===== src/rtl/imem_loader_if.sv =====
// Byte-stream input and instruction-RAM write port of the instruction loader.
interface imem_loader_if #(
  parameter int unsigned ADDR_W = 9
);
  logic              i_rx_valid;
  logic [7:0]        i_rx_data;
  logic              o_we;
  logic [ADDR_W-1:0] o_waddr;
  logic [31:0]       o_wdata;
  logic              o_cpu_hold;
  logic              o_done;
  logic              o_error;

  // Loader side: consumes received bytes, drives RAM writes and status.
  modport master (
    input  i_rx_valid, i_rx_data,
    output o_we, o_waddr, o_wdata, o_cpu_hold, o_done, o_error
  );

  // Environment side: UART receiver, instruction RAM and top-level status.
  modport slave (
    output i_rx_valid, i_rx_data,
    input  o_we, o_waddr, o_wdata, o_cpu_hold, o_done, o_error
  );
endinterface


===== src/rtl/imem_loader.sv =====
// Instruction store writer: parses framed UART bytes (sync, length, data,
// XOR checksum), packs big-endian 32-bit words and writes them to the
// instruction RAM while holding the CPU.
module imem_loader #(
  parameter int unsigned ADDR_W         = 9,
  parameter int unsigned TIMEOUT_CYCLES = 1000000,
  parameter logic [7:0]  SYNC_BYTE      = 8'hA5
) (
  input logic           i_clk,
  input logic           i_rst_n,
  imem_loader_if.master bus
);

  localparam int unsigned CAPACITY = 32'd1 << ADDR_W;

  typedef enum logic [2:0] {
    S_IDLE,
    S_LEN_HI,
    S_LEN_LO,
    S_DATA,
    S_CHECK,
    S_DONE,
    S_ERR
  } state_t;

  state_t            state_q, state_d;
  logic [7:0]        len_hi_q, len_hi_d;
  logic [ADDR_W-1:0] last_q, last_d;
  logic [ADDR_W-1:0] addr_q, addr_d;
  logic [1:0]        bcnt_q, bcnt_d;
  // Only the first three bytes of a word need storing; the fourth is
  // taken straight from the input when the write is issued.
  logic [23:0]       asm_q, asm_d;
  logic [7:0]        chk_q, chk_d;
  logic [31:0]       tcnt_q, tcnt_d;
  logic              we_q, we_d;
  logic [ADDR_W-1:0] waddr_q, waddr_d;
  logic [31:0]       wdata_q, wdata_d;
  logic              hold_q, hold_d;
  logic              done_q, done_d;
  logic              error_q, error_d;

  logic              in_frame;
  logic              timeout;
  logic [15:0]       len;

  // Next-state and registered-output computation for the frame parser.
  always_comb begin
    state_d  = state_q;
    len_hi_d = len_hi_q;
    last_d   = last_q;
    addr_d   = addr_q;
    bcnt_d   = bcnt_q;
    asm_d    = asm_q;
    chk_d    = chk_q;
    we_d     = 1'b0;
    waddr_d  = waddr_q;
    wdata_d  = wdata_q;
    hold_d   = hold_q;
    done_d   = 1'b0;
    error_d  = error_q;

    in_frame = (state_q == S_LEN_HI) || (state_q == S_LEN_LO) ||
               (state_q == S_DATA)   || (state_q == S_CHECK);
    // Counter holds completed idle cycles; the timeout fires on the edge
    // where it would reach TIMEOUT_CYCLES, and beats any byte that cycle.
    timeout  = in_frame && (tcnt_q == 32'(TIMEOUT_CYCLES - 1));
    tcnt_d   = (in_frame && !bus.i_rx_valid) ? tcnt_q + 32'd1 : '0;
    len      = {len_hi_q, bus.i_rx_data};

    if (state_q == S_DONE) begin
      state_d = S_IDLE;
    end

    if (timeout) begin
      state_d = S_ERR;
      error_d = 1'b1;
    end else if (bus.i_rx_valid) begin
      unique case (state_q)
        S_IDLE, S_DONE, S_ERR: begin
          if (bus.i_rx_data == SYNC_BYTE) begin
            state_d = S_LEN_HI;
            hold_d  = 1'b1;
            error_d = 1'b0;
            chk_d   = '0;
            addr_d  = '0;
            bcnt_d  = '0;
          end
        end
        S_LEN_HI: begin
          len_hi_d = bus.i_rx_data;
          state_d  = S_LEN_LO;
        end
        S_LEN_LO: begin
          if ((len == 16'd0) || (32'(len) > CAPACITY)) begin
            state_d = S_ERR;
            error_d = 1'b1;
          end else begin
            last_d  = ADDR_W'(len - 16'd1);
            state_d = S_DATA;
          end
        end
        S_DATA: begin
          asm_d  = {asm_q[15:0], bus.i_rx_data};
          chk_d  = chk_q ^ bus.i_rx_data;
          bcnt_d = bcnt_q + 2'd1;
          if (bcnt_q == 2'd3) begin
            we_d    = 1'b1;
            waddr_d = addr_q;
            wdata_d = {asm_q, bus.i_rx_data};
            addr_d  = addr_q + ADDR_W'(1);
            if (addr_q == last_q) begin
              state_d = S_CHECK;
            end
          end
        end
        S_CHECK: begin
          if (bus.i_rx_data == chk_q) begin
            state_d = S_DONE;
            done_d  = 1'b1;
            hold_d  = 1'b0;
          end else begin
            state_d = S_ERR;
            error_d = 1'b1;
          end
        end
        default: ;
      endcase
    end
  end

  // State and output registers with synchronous active-low reset.
  always_ff @(posedge i_clk) begin
    if (!i_rst_n) begin
      state_q  <= S_IDLE;
      len_hi_q <= '0;
      last_q   <= '0;
      addr_q   <= '0;
      bcnt_q   <= '0;
      asm_q    <= '0;
      chk_q    <= '0;
      tcnt_q   <= '0;
      we_q     <= 1'b0;
      waddr_q  <= '0;
      wdata_q  <= '0;
      hold_q   <= 1'b0;
      done_q   <= 1'b0;
      error_q  <= 1'b0;
    end else begin
      state_q  <= state_d;
      len_hi_q <= len_hi_d;
      last_q   <= last_d;
      addr_q   <= addr_d;
      bcnt_q   <= bcnt_d;
      asm_q    <= asm_d;
      chk_q    <= chk_d;
      tcnt_q   <= tcnt_d;
      we_q     <= we_d;
      waddr_q  <= waddr_d;
      wdata_q  <= wdata_d;
      hold_q   <= hold_d;
      done_q   <= done_d;
      error_q  <= error_d;
    end
  end

  assign bus.o_we       = we_q;
  assign bus.o_waddr    = waddr_q;
  assign bus.o_wdata    = wdata_q;
  assign bus.o_cpu_hold = hold_q;
  assign bus.o_done     = done_q;
  assign bus.o_error    = error_q;

endmodule


===== src/flat_wrapper.sv =====
// flat-port wrapper written by rule: the top's interface ports become plain ports
module imem_loader_flat 
#(
  parameter int unsigned ADDR_W         = 9,
  parameter int unsigned TIMEOUT_CYCLES = 1000000,
  parameter logic [7:0]  SYNC_BYTE      = 8'hA5
)
  (i_clk, i_rst_n, bus_i_rx_valid, bus_i_rx_data, bus_o_we, bus_o_waddr, bus_o_wdata, bus_o_cpu_hold, bus_o_done, bus_o_error);
  imem_loader_if #(.ADDR_W(ADDR_W)) bus_i ();
  input logic i_clk;
  input logic i_rst_n;
  input wire logic [$bits(bus_i.i_rx_valid)-1:0] bus_i_rx_valid;
  input wire logic [$bits(bus_i.i_rx_data)-1:0] bus_i_rx_data;
  output wire logic [$bits(bus_i.o_we)-1:0] bus_o_we;
  output wire logic [$bits(bus_i.o_waddr)-1:0] bus_o_waddr;
  output wire logic [$bits(bus_i.o_wdata)-1:0] bus_o_wdata;
  output wire logic [$bits(bus_i.o_cpu_hold)-1:0] bus_o_cpu_hold;
  output wire logic [$bits(bus_i.o_done)-1:0] bus_o_done;
  output wire logic [$bits(bus_i.o_error)-1:0] bus_o_error;
  assign bus_i.i_rx_valid = bus_i_rx_valid;
  assign bus_i.i_rx_data = bus_i_rx_data;
  assign bus_o_we = bus_i.o_we;
  assign bus_o_waddr = bus_i.o_waddr;
  assign bus_o_wdata = bus_i.o_wdata;
  assign bus_o_cpu_hold = bus_i.o_cpu_hold;
  assign bus_o_done = bus_i.o_done;
  assign bus_o_error = bus_i.o_error;
  imem_loader #(.ADDR_W(ADDR_W), .TIMEOUT_CYCLES(TIMEOUT_CYCLES), .SYNC_BYTE(SYNC_BYTE)) u_core (.i_clk(i_clk), .i_rst_n(i_rst_n), .bus(bus_i));
endmodule

===== config.mk =====
export PLATFORM = sky130hd
export DESIGN_NAME = imem_loader_flat
export DESIGN_NICKNAME = d
export VERILOG_FILES = /design/src/rtl/imem_loader_if.sv /design/src/rtl/imem_loader.sv /design/src/flat_wrapper.sv
export SDC_FILE = /design/constraint.sdc
export NUM_CORES = 1
export LEC_CHECK = 0
export BUFFER_PORTS_ARGS = -buffer_cell sky130_fd_sc_hd__buf_2
export CAP_MARGIN = 20
export CORE_MARGIN = 2
export CORE_UTILIZATION = 49
export CTS_CLUSTER_DIAMETER = 40
export DETAILED_ROUTE_END_ITERATION = 8
export PLACE_DENSITY = 0.69
export SYNTH_ARGS = -nofsm -noshare
export SYNTH_HDL_FRONTEND = slang
export SYNTH_SLANG_ARGS = --single-unit

===== constraint.sdc =====
create_clock -name i_clk -period 3.1 [get_ports i_clk]
set_clock_uncertainty 0.2 [all_clocks]
set_input_delay 0.155 -clock i_clk [delete_from_list [all_inputs] [get_ports i_clk]]
set_output_delay 0.155 -clock i_clk [all_outputs]
set_load 0.03 [all_outputs]

==> results.md, run 1 <==
* Status: complete, no violations
* Critical path startpoint category: flip-flop
* Worst slew pin tran at slightly below 700 ps
* DRT Pass-1 Iters at 4
* Yosys top cell area share at 0.423
* HPWL after DPL at 11100 um
* Row count at 42
* Register Area at about 2800 um^2
* Setup TNS Final at 0 ps
* Antenna Cells at 0
* Routed wire length on met2 at approximately 8700 um
* VDD IR max at 0.434 mV
* M1 WL at around 7400 um
* Seq/Total Area, Yosys at 0.423
* Clock tree sinks at 140
* Synthesized cell area at 6620 um^2
* Area growth from synthesis to layout at 15.8%
* Core area at roughly 13000 um^2
* Worst setup EP type: flip-flop
* Lkg Pwr at between 2 and 3 nW
* Layout cells sized above 1 at 0.146
* Largest net degree at the start of global routing at 54
* CTS clk-pin slew, worst paths at ~60 ps
* Total track usage at 0.246
* Hold Startpoint: u_core.bus.o_wdata[8]
* Cell variety after synth at 60
* Die width at between 100 and 150 um
* Post-Synthesis Cells at 764
* Die area at 14500 um^2
* Critical setup path kind: flip-flop to flip-flop
* Number of hold buffers added after cts at 10
* Total Wirelength at between 15000 and 20000 um
* Fin cells at a little under 1000
* TritonCTS Buffers at 17
* Reg2reg end: u_core.last_q[8]
* Mapped Avg Cell Area at between 8 and 9 um^2
* Clk Latency, worst-skew pair at roughly 420 ps
* CP max FO at 17
* Multi-input logic area at roughly 3500 um^2
* Number of global-route vias before repair at 5835
* Crit path DAT at 2870 ps
* Worst reg2reg path startpoint: u_core.state_q[0]
* Max_cap viols at 0
* Unrepaired setup endpoints after global routing: no
* Final setup viols at 0
* Achievable Freq at between 300 and 400 MHz
* Overflow after GRT at 0
* Remaining DRCs at 0
* CTS tree: built
* Post-synth top cells: dfxtp_1 (140), a21oi_1 (67), nand4_1 (64)
* Clk root buf: clkbuf_16
* Area leader, netlist: dfxtp_1
* Top_reg_cell synth: dfxtp_1
* Via count at 5935
* Synth async-reset ratio at 0
* Synth warn at 0
* Data required, critical path at 3220 ps
* Total chip power at about 4.1 mW
* Ports at 56
* Fin Hold WS at approximately 270 ps
* Hold Path Class: flip-flop to flip-flop
* First-pass GRT wire length at around 29000 um
* Most common cell in the netlist: dfxtp_1
* Port Buffers at 55
* Final worst slack at between 300 and 400 ps
* Power per cell area at 533 nW/um^2
* Cells after DPL at 943
* GPL Wtd Cong at approximately 0.87
* Metal3 WL at between 600 and 700 um
* Period utilization at 0.884
* Antenna Violating Nets Remaining at 0
* Worst reg-to-reg setup slack at 360 ps
* Initial cell density of the core at 0.500
* Hold endpoint: u_core.bus.o_wdata[8]
* Routed length per placed instance at approximately 17 um
* Pre-CTS setup slack at slightly below 400 ps
* Reg2reg path depth at 6
* Hold depth at 2
* Nets at between 800 and 900
* Clock Path Buffers at 2
* Post-synth EDFFs at 0
* Final Critical Period at roughly 2700 ps
* Yosys reg bits at 140
* Postcts setup bufs at 0
* Via/cell ratio at 6.03
* Depth of the CTS H-tree at 4
* Post-CTS Resized at 0
* Post-synthesis net count at about 780
* Fillers at about 1200
* Top cells by area, synth: dfxtp_1 (42%), nand4_1 (6.0%), a21oi_1 (5.1%)
* Die Y at between 100 and 150 um
* DRC marker count from the first detailed-route iteration at approximately 450
* Final hold violation count at 0
* Initial antenna violation count at 0
* Slew Limit Fails at 0
* Top routing layer used: met4
* Slew headroom at 0.540
placed cells by master (no fill, tap or decap), types with 4 or more instances in the layout:
cell           count
dfxtp_1          140
a21oi_1           67
nand4_1           64
nand2_1           59
buf_2             55
nor2_1            46
o31ai_1           43
xor2_1            28
mux2i_1           24
o21ai_0           21
xnor2_1           20
nand3_1           19
buf_4             19
nor3_1            18
clkbuf_16         17
inv_1             14
or3_1             13
o221a_1           13
nor4_1            12
o21ai_1           10
dlygate4sd3_1     10
and3_1             9
a311oi_1           8
ha_1               6
inv_6              4
routing by layer:
metal	global-route usage	up-vias
met5	0	-
met4	0.0967	0
met3	0.0566	30
met2	0.428	138
met1	0.293	2874
li1	-	2893
worst max-delay path by stage:
stage,to,from
2_1_floorplan,u_core.addr_q[4],u_core.tcnt_q[0]
3_3_place_gp,u_core.bus.o_wdata[20],u_core.tcnt_q[0]
3_5_place_dp,u_core.bus.o_wdata[20],u_core.tcnt_q[10]
4_1_cts,u_core.bus.o_wdata[20],u_core.tcnt_q[0]
5_1_grt,u_core.bus.o_waddr[4],u_core.tcnt_q[0]
6_report,u_core.last_q[8],u_core.state_q[0]
area by class of cell:
cell class | count | area share
Multi-Input combinational cell | 535 | 0.453
Sequential cell | 140 | 0.366
Tap cell | 176 | 0.0287
Clock buffer | 22 | 0.0606
Timing Repair Buffer | 85 | 0.0702
Inverter | 17 | 0.00833
Clock inverter | 10 | 0.0139
where the power goes:
part	internal [mW]	total (mW)	switching, mW
Combinational	0.0919	0.292	0.200
Sequential	1.82	1.83	0.0169
Clock	1.16	1.96	0.800
cell families (layout without fill, tap and decap cells):
logic type,after synthesis,count (layout),share of synthesized area
AND/OR/NAND/NOR,265,265,0.211
AO/OA/AOI/OAI,191,191,0.199
flip-flops,140,140,0.423
buffers and inverters,89,134,0.0529
XOR/XNOR,48,48,0.0635
multiplexers,24,24,0.0363
adder cells (fa/ha/maj),7,7,0.0144
registers in the layout (all words and copies together), names as in the netlist:
register	count
u_core.last_q	9
u_core.bus.o_waddr	9
u_core.bus.o_wdata	32
u_core.bus.o_cpu_hold	1
u_core.bus.o_error	1
u_core.chk_q	8
u_core.len_hi_q	8
u_core.bcnt_q	2
u_core.state_q	3
u_core.tcnt_q	32
u_core.addr_q	9
u_core.asm_q	24
u_core.bus.o_done	1
u_core.bus.o_we	1
worst max-delay path: stages (launching register included):
cell and delay, ps:
dfxtp_1 600, nor2_1 170, xnor2_1 590, o41a_2 500
buf_4 250, a21oi_1 80, a311oi_1 240
through the flow:
step	util	cell area, um^2
2_1_floorplan	-	6620
4_1_cts	0.579	7660
3_3_place_gp	0.528	6990
5_1_grt	0.579	7660
3_5_place_dp	0.528	6990
6_report	0.579	7660
Power figures use the tool's default switching activity.
==> inputs of run 2 (changes only) <==
--- a/config.mk
+++ b/config.mk
@@ -5,13 +5,12 @@
 export SDC_FILE = /design/constraint.sdc
 export NUM_CORES = 1
 export LEC_CHECK = 0
-export BUFFER_PORTS_ARGS = -buffer_cell sky130_fd_sc_hd__buf_2
 export CAP_MARGIN = 20
-export CORE_MARGIN = 2
 export CORE_UTILIZATION = 49
 export CTS_CLUSTER_DIAMETER = 40
 export DETAILED_ROUTE_END_ITERATION = 8
-export PLACE_DENSITY = 0.69
+export DONT_BUFFER_PORTS = 1
+export PLACE_DENSITY = 0.66
 export SYNTH_ARGS = -nofsm -noshare
 export SYNTH_HDL_FRONTEND = slang
 export SYNTH_SLANG_ARGS = --single-unit
==> run 2 against run 1 <==
Power up 5.5%. Register-to-register slack hardly changed. Die area is 3.3% lower. Largest power group unchanged.
==> results.md, run 2 (synthesized netlist as in run 1, its figures left out) <==
* Area growth from synthesis to layout at 13.3%
* Lkg Pwr at ~2.5 nW
* Die width at ~120 um
* DRC marker count from the first detailed-route iteration at between 300 and 400
* Die area at 14000 um^2
* Hold depth at 3
* Switch share at 0.226
* Clk Latency, worst-skew pair at about 420 ps
* Layout cells sized above 1 at 0.0884
* First-pass GRT wire length at around 29000 um
* Total track usage at 0.257
* Most frequent cells in the layout: dfxtp_1 (140), a21oi_1 (67), nand4_1 (64), nand2_1 (59), nor2_1 (46)
* Comb pwr share at 0.064
* Via count at slightly below 6000
* Part of the power in registers at 0.427
* Initial antenna violation count at 0
* Die Y at around 120 um
* Worst slew pin tran at 851 ps
* Power per cell area at between 500 and 600 nW/um^2
* Final Critical Period at between 2000 and 3000 ps
* Critical path startpoint category: flip-flop
* Unrepaired setup endpoints after global routing: no
* Total chip power at 4.31 mW
* Final hold violation count at 0
* GPL Wtd Cong at around 0.83
* Clock group share of total power at 0.509
* Ports at between 50 and 60
* Commonest non-fill, non-tap cell in the layout: dfxtp_1
* Worst setup EP type: flip-flop
* TritonCTS Buffers at 17
* Row count at 42
* Final setup viols at 0
* Largest net degree at the start of global routing at 58
* Initial cell density of the core at 0.502
* Max_cap viols at 0
* Data required, critical path at around 3200 ps
* Slew headroom at 0.426
* Slew Limit Fails at 0
* Clock tree sinks at 140
* Psw at between 0.9 and 1 mW
* Critical setup path kind: flip-flop to flip-flop
* Reg2reg path depth at 7
* Clock Path Buffers at 2
* Core area at roughly 13000 um^2
* Remaining DRCs at 0
* Internal power at ~3.3 mW
* Clk root buf: clkbuf_16
* Crit path DAT at about 2800 ps
* Postcts setup bufs at 0
* CP max FO at 15
* Port Buffers at 0
* DRT Pass-1 Iters at 5
* Nets at 763
* Number of global-route vias before repair at about 5700
* Period utilization at 0.885
* CTS clk-pin slew, worst paths at 60 ps
* Antenna Cells at 0
* Antenna Violating Nets Remaining at 0
* Total Wirelength at roughly 17000 um
* Fillers at 1143
* Via/cell ratio at approximately 6.3
* VDD IR max at 0.489 mV
* HPWL after DPL at approximately 11000 um
* Routed length per placed instance at around 19 um
* Achievable Freq at about 360 MHz
* Overflow after GRT at 0
* Setup TNS Final at 0 ps
* Depth of the CTS H-tree at 4
* Status: complete, no violations
* CTS tree: built
* Hold Path Class: input port to flip-flop
run 2: cell types whose count changed in the layout (fill, tap and decap cells not counted):
cell	previous run	this run
clkinv_2	0	2
clkbuf_1	3	1
buf_4	19	21
dlygate4sd3_1	10	12
clkinv_4	3	1
bufinv_16	1	4
inv_6	4	0
clkbuf_8	2	4
buf_2	55	0
clkinvlp_4	2	3
run 2: layout make-up:
| cell class | count | area, um^2 | share of cell area |
|---|---|---|---|
| timing repair buffer | 34 | 298 | 0.0397 |
| sequential | 140 | 2800 | 0.374 |
| clock inverter | 10 | 161 | 0.0215 |
| inverter | 17 | 63.8 | 0.00851 |
| tap | 176 | 220 | 0.0294 |
| multi-input combinational | 535 | 3470 | 0.463 |
| clock buffer | 22 | 484 | 0.0646 |
run 2: power groups by stage:
stage               clock network [mW]  logic, mW  registers, mW
detailed placement                   0      0.228           1.88
CTS                               2.22      0.269           1.84
global placement                     0      0.224           1.88
floorplan                            0      0.201           1.87
global route                      2.32      0.296           1.84
finish                            2.19      0.274           1.84
run 2: routing by layer:
metal | vias to the layer above | global-route usage | wire, um
met4 | 0 | 0.138 | 493
met5 | - | 0 | 0
met1 | 2857 | 0.323 | 7490
li1 | 2793 | - | -
met2 | 214 | 0.410 | 8370
met3 | 39 | 0.0584 | 1100
run 2: worst paths after layout:
| path | slack, ps | to | from |
|---|---|---|---|
| max | 360 | u_core.bus.o_waddr[2] | u_core.state_q[1] |
| min | 40 | u_core.tcnt_q[1] | bus_i_rx_valid |
| max reg2reg | 360 | u_core.bus.o_waddr[2] | u_core.state_q[1] |
| min reg2reg | 260 | u_core.asm_q[16] | u_core.asm_q[16] |
run 2: what timing repair did:
| action | CTS | global route |
|---|---|---|
| gates resized for setup | 0 | 0 |
| endpoints found under the setup margin | 0 | 0 |
| hold buffers | 13 | 0 |
| endpoints found under the hold margin | 81 | 0 |
run 2: stage by stage:
stage / cells / hold WS [ps] / cell area (um^2) / worst slack, ps / util
finish: 934 / 37.1 / 7500 / 358 / 0.568
global route: 934 / 71.5 / 7500 / 197 / 0.568
CTS: 934 / 36.8 / 7500 / 379 / 0.568
detailed placement: 889 / 107 / 6710 / 421 / 0.509
global placement: 889 / 99.3 / 6710 / 468 / 0.509
floorplan: 764 / 98.5 / 6620 / 667 / -
run 2: worst max-delay path: stages (launching register included):
cell and delay, ps:
dfxtp_1 620, nor2_1 200, xnor2_1 560, o41ai_4 200, buf_4 220, buf_4 210, o31ai_1 280, a21oi_1 100
==> inputs of run 3 (changes only) <==
--- a/config.mk
+++ b/config.mk
@@ -6,11 +6,11 @@
 export NUM_CORES = 1
 export LEC_CHECK = 0
 export CAP_MARGIN = 20
-export CORE_UTILIZATION = 49
+export CORE_UTILIZATION = 30
 export CTS_CLUSTER_DIAMETER = 40
 export DETAILED_ROUTE_END_ITERATION = 8
 export DONT_BUFFER_PORTS = 1
-export PLACE_DENSITY = 0.66
+export PLACE_DENSITY = 0.46
 export SYNTH_ARGS = -nofsm -noshare
 export SYNTH_HDL_FRONTEND = slang
 export SYNTH_SLANG_ARGS = --single-unit
==> run 3 against run 2 <==
Clock power down 6%. Die area increased by 62%. Global-route usage fell by 8.0 points. Combinational power rose by 4%.
==> results.md, run 3 (synthesized netlist as in run 1, its figures left out) <==
* Final Critical Period at 2980 ps
* Clk Latency, worst-skew pair at around 430 ps
* Design Area, Final at 7630 um^2
* Port Buffers at 0
* Postcts setup bufs at 0
* Reg2reg path depth at 7
* CTS tree: built
* Fin cells at between 1000 and 1500
* Slowest-stage cell, CP: dfxtp_1
* Clk root buf: clkbuf_16
* Worst reg-to-reg setup slack at roughly 120 ps
* Max_cap viols at 0
* Core area at roughly 21000 um^2
* Via count at 5766
* Worst path cell trace: nor2_1 -> xnor2_2 -> o41a_2 -> buf_12 -> nand4_1 -> dlygate4sd3_1 -> o21ai_1
* Remaining DRCs at 0
* First-pass GRT wire length at roughly 31000 um
* Total track usage at 0.177
* Die Y at 151 um
* Final worst slack at between 100 and 150 ps
* Worst slew pin tran at between 1000 and 1500 ps
* Routed length per placed instance at 18.4 um
* Multi-input logic area at between 3000 and 4000 um^2
* HPWL after DPL at around 12000 um
* Reg2reg end: u_core.asm_q[5]
* Die width at 151 um
* Period utilization at 0.961
* Most frequent cells in the layout: dfxtp_1 (140), a21oi_1 (67), nand4_1 (64), nand2_1 (59), nor2_1 (46)
* VDD IR max at about 0.34 mV
* Fin Hold WS at about 40 ps
* Final Util at 0.357
* Slew Limit Fails at 0
* Pre-CTS setup slack at 388 ps
* Clock tree sinks at 140
* Nets at ~760
* Initial antenna violation count at 0
* Via/cell ratio at 5.57
* DRC marker count from the first detailed-route iteration at around 270
* Total chip power at ~4.2 mW
* CP max FO at 67
* Setup TNS Final at 0 ps
* Lkg Pwr at around 2.5 nW
* Unrepaired setup endpoints after global routing: no
* Row count at 53
* Final setup viols at 0
* Placed Instance Area at 6860 um^2
* Number of global-route vias before repair at 5793
* Slew headroom at 0.312
* Die area at between 20000 and 25000 um^2
* Worst setup EP type: flip-flop
* Initial cell density of the core at 0.310
* Status: complete, no violations
* Overflow after GRT at 0
* Ports at 56
* CTS clk-pin slew, worst paths at roughly 70 ps
* Commonest non-fill, non-tap cell in the layout: dfxtp_1
* Register Area at between 2000 and 3000 um^2
* Layout cells sized above 1 at 0.0922
* Largest incremental delay on the critical path at 650 ps
* Area growth from synthesis to layout at 15.3%
* GPL Wtd Cong at between 0.8 and 0.9
* Critical setup path kind: flip-flop to flip-flop
* Worst reg2reg path startpoint: u_core.state_q[1]
* Crit path DAT at around 3100 ps
* Data required, critical path at 3210 ps
* Depth of the CTS H-tree at 4
* Clock Path Buffers at 2
* Fillers at roughly 2200
* Total Wirelength at roughly 19000 um
* Power per cell area at 548 nW/um^2
* Hold Path Class: input port to flip-flop
* Largest net degree at the start of global routing at just under 70
* Achievable Freq at 336 MHz
* Final hold violation count at 0
* Cells after DPL at a little under 1000
* Setup crit end: u_core.asm_q[5]
* DRT Pass-1 Iters at 4
* TritonCTS Buffers at 17
* Crit. Startpoint: u_core.state_q[1]
* Antenna Violating Nets Remaining at 0
* Critical path startpoint category: flip-flop
## run 3: worst min-delay path by stage
stage | from | to | slack [ps] | depth (start not counted)
2_1_floorplan | bus_i_rx_data[1] | u_core.asm_q[1] | 100 | 2
3_5_place_dp | bus_i_rx_valid | u_core.bus.o_done | 90 | 2
5_1_grt | bus_i_rx_valid | u_core.state_q[1] | 70 | 3
3_3_place_gp | bus_i_rx_valid | u_core.bus.o_done | 90 | 2
4_1_cts | bus_i_rx_valid | u_core.tcnt_q[31] | 30 | 3
6_report | bus_i_rx_valid | u_core.state_q[1] | 40 | 3
## run 3: routing by layer
metal / GRT usage / wire length, um / share of wire
met5: 0 / 0 / 0
met4: 0.0712 / 423 / 0.022
met3: 0.0403 / 961 / 0.050
met2: 0.290 / 9040 / 0.47
met1: 0.224 / 8620 / 0.45
## run 3: cell type report
class | count | share of cell area
clock inverter | 15 | 0.0228
sequential | 140 | 0.367
inverter | 17 | 0.00836
multi-input combinational | 535 | 0.456
clock buffer | 17 | 0.0557
tap | 275 | 0.0451
timing repair buffer | 35 | 0.0439
antenna | 1 | 0.000328
## run 3: power by group
part	switching [mW]	internal, mW
clock	0.908	1.15
combinational	0.194	0.0911
sequential	0.0231	1.82
total	1.12	3.06
## run 3: critical path, delay by kind of cell, from the launching register on
kind	cells	cell delay (ps)
compound gates	2	600
xor+xnor	1	250
flops	1	650
simple gates	2	350
buf+inv	2	750
## run 3: repair_timing
action,CTS,global route
endpoints found under the hold margin,74,0
gates resized for setup,0,2
setup endpoints to repair,0,2
hold buffers,15,0
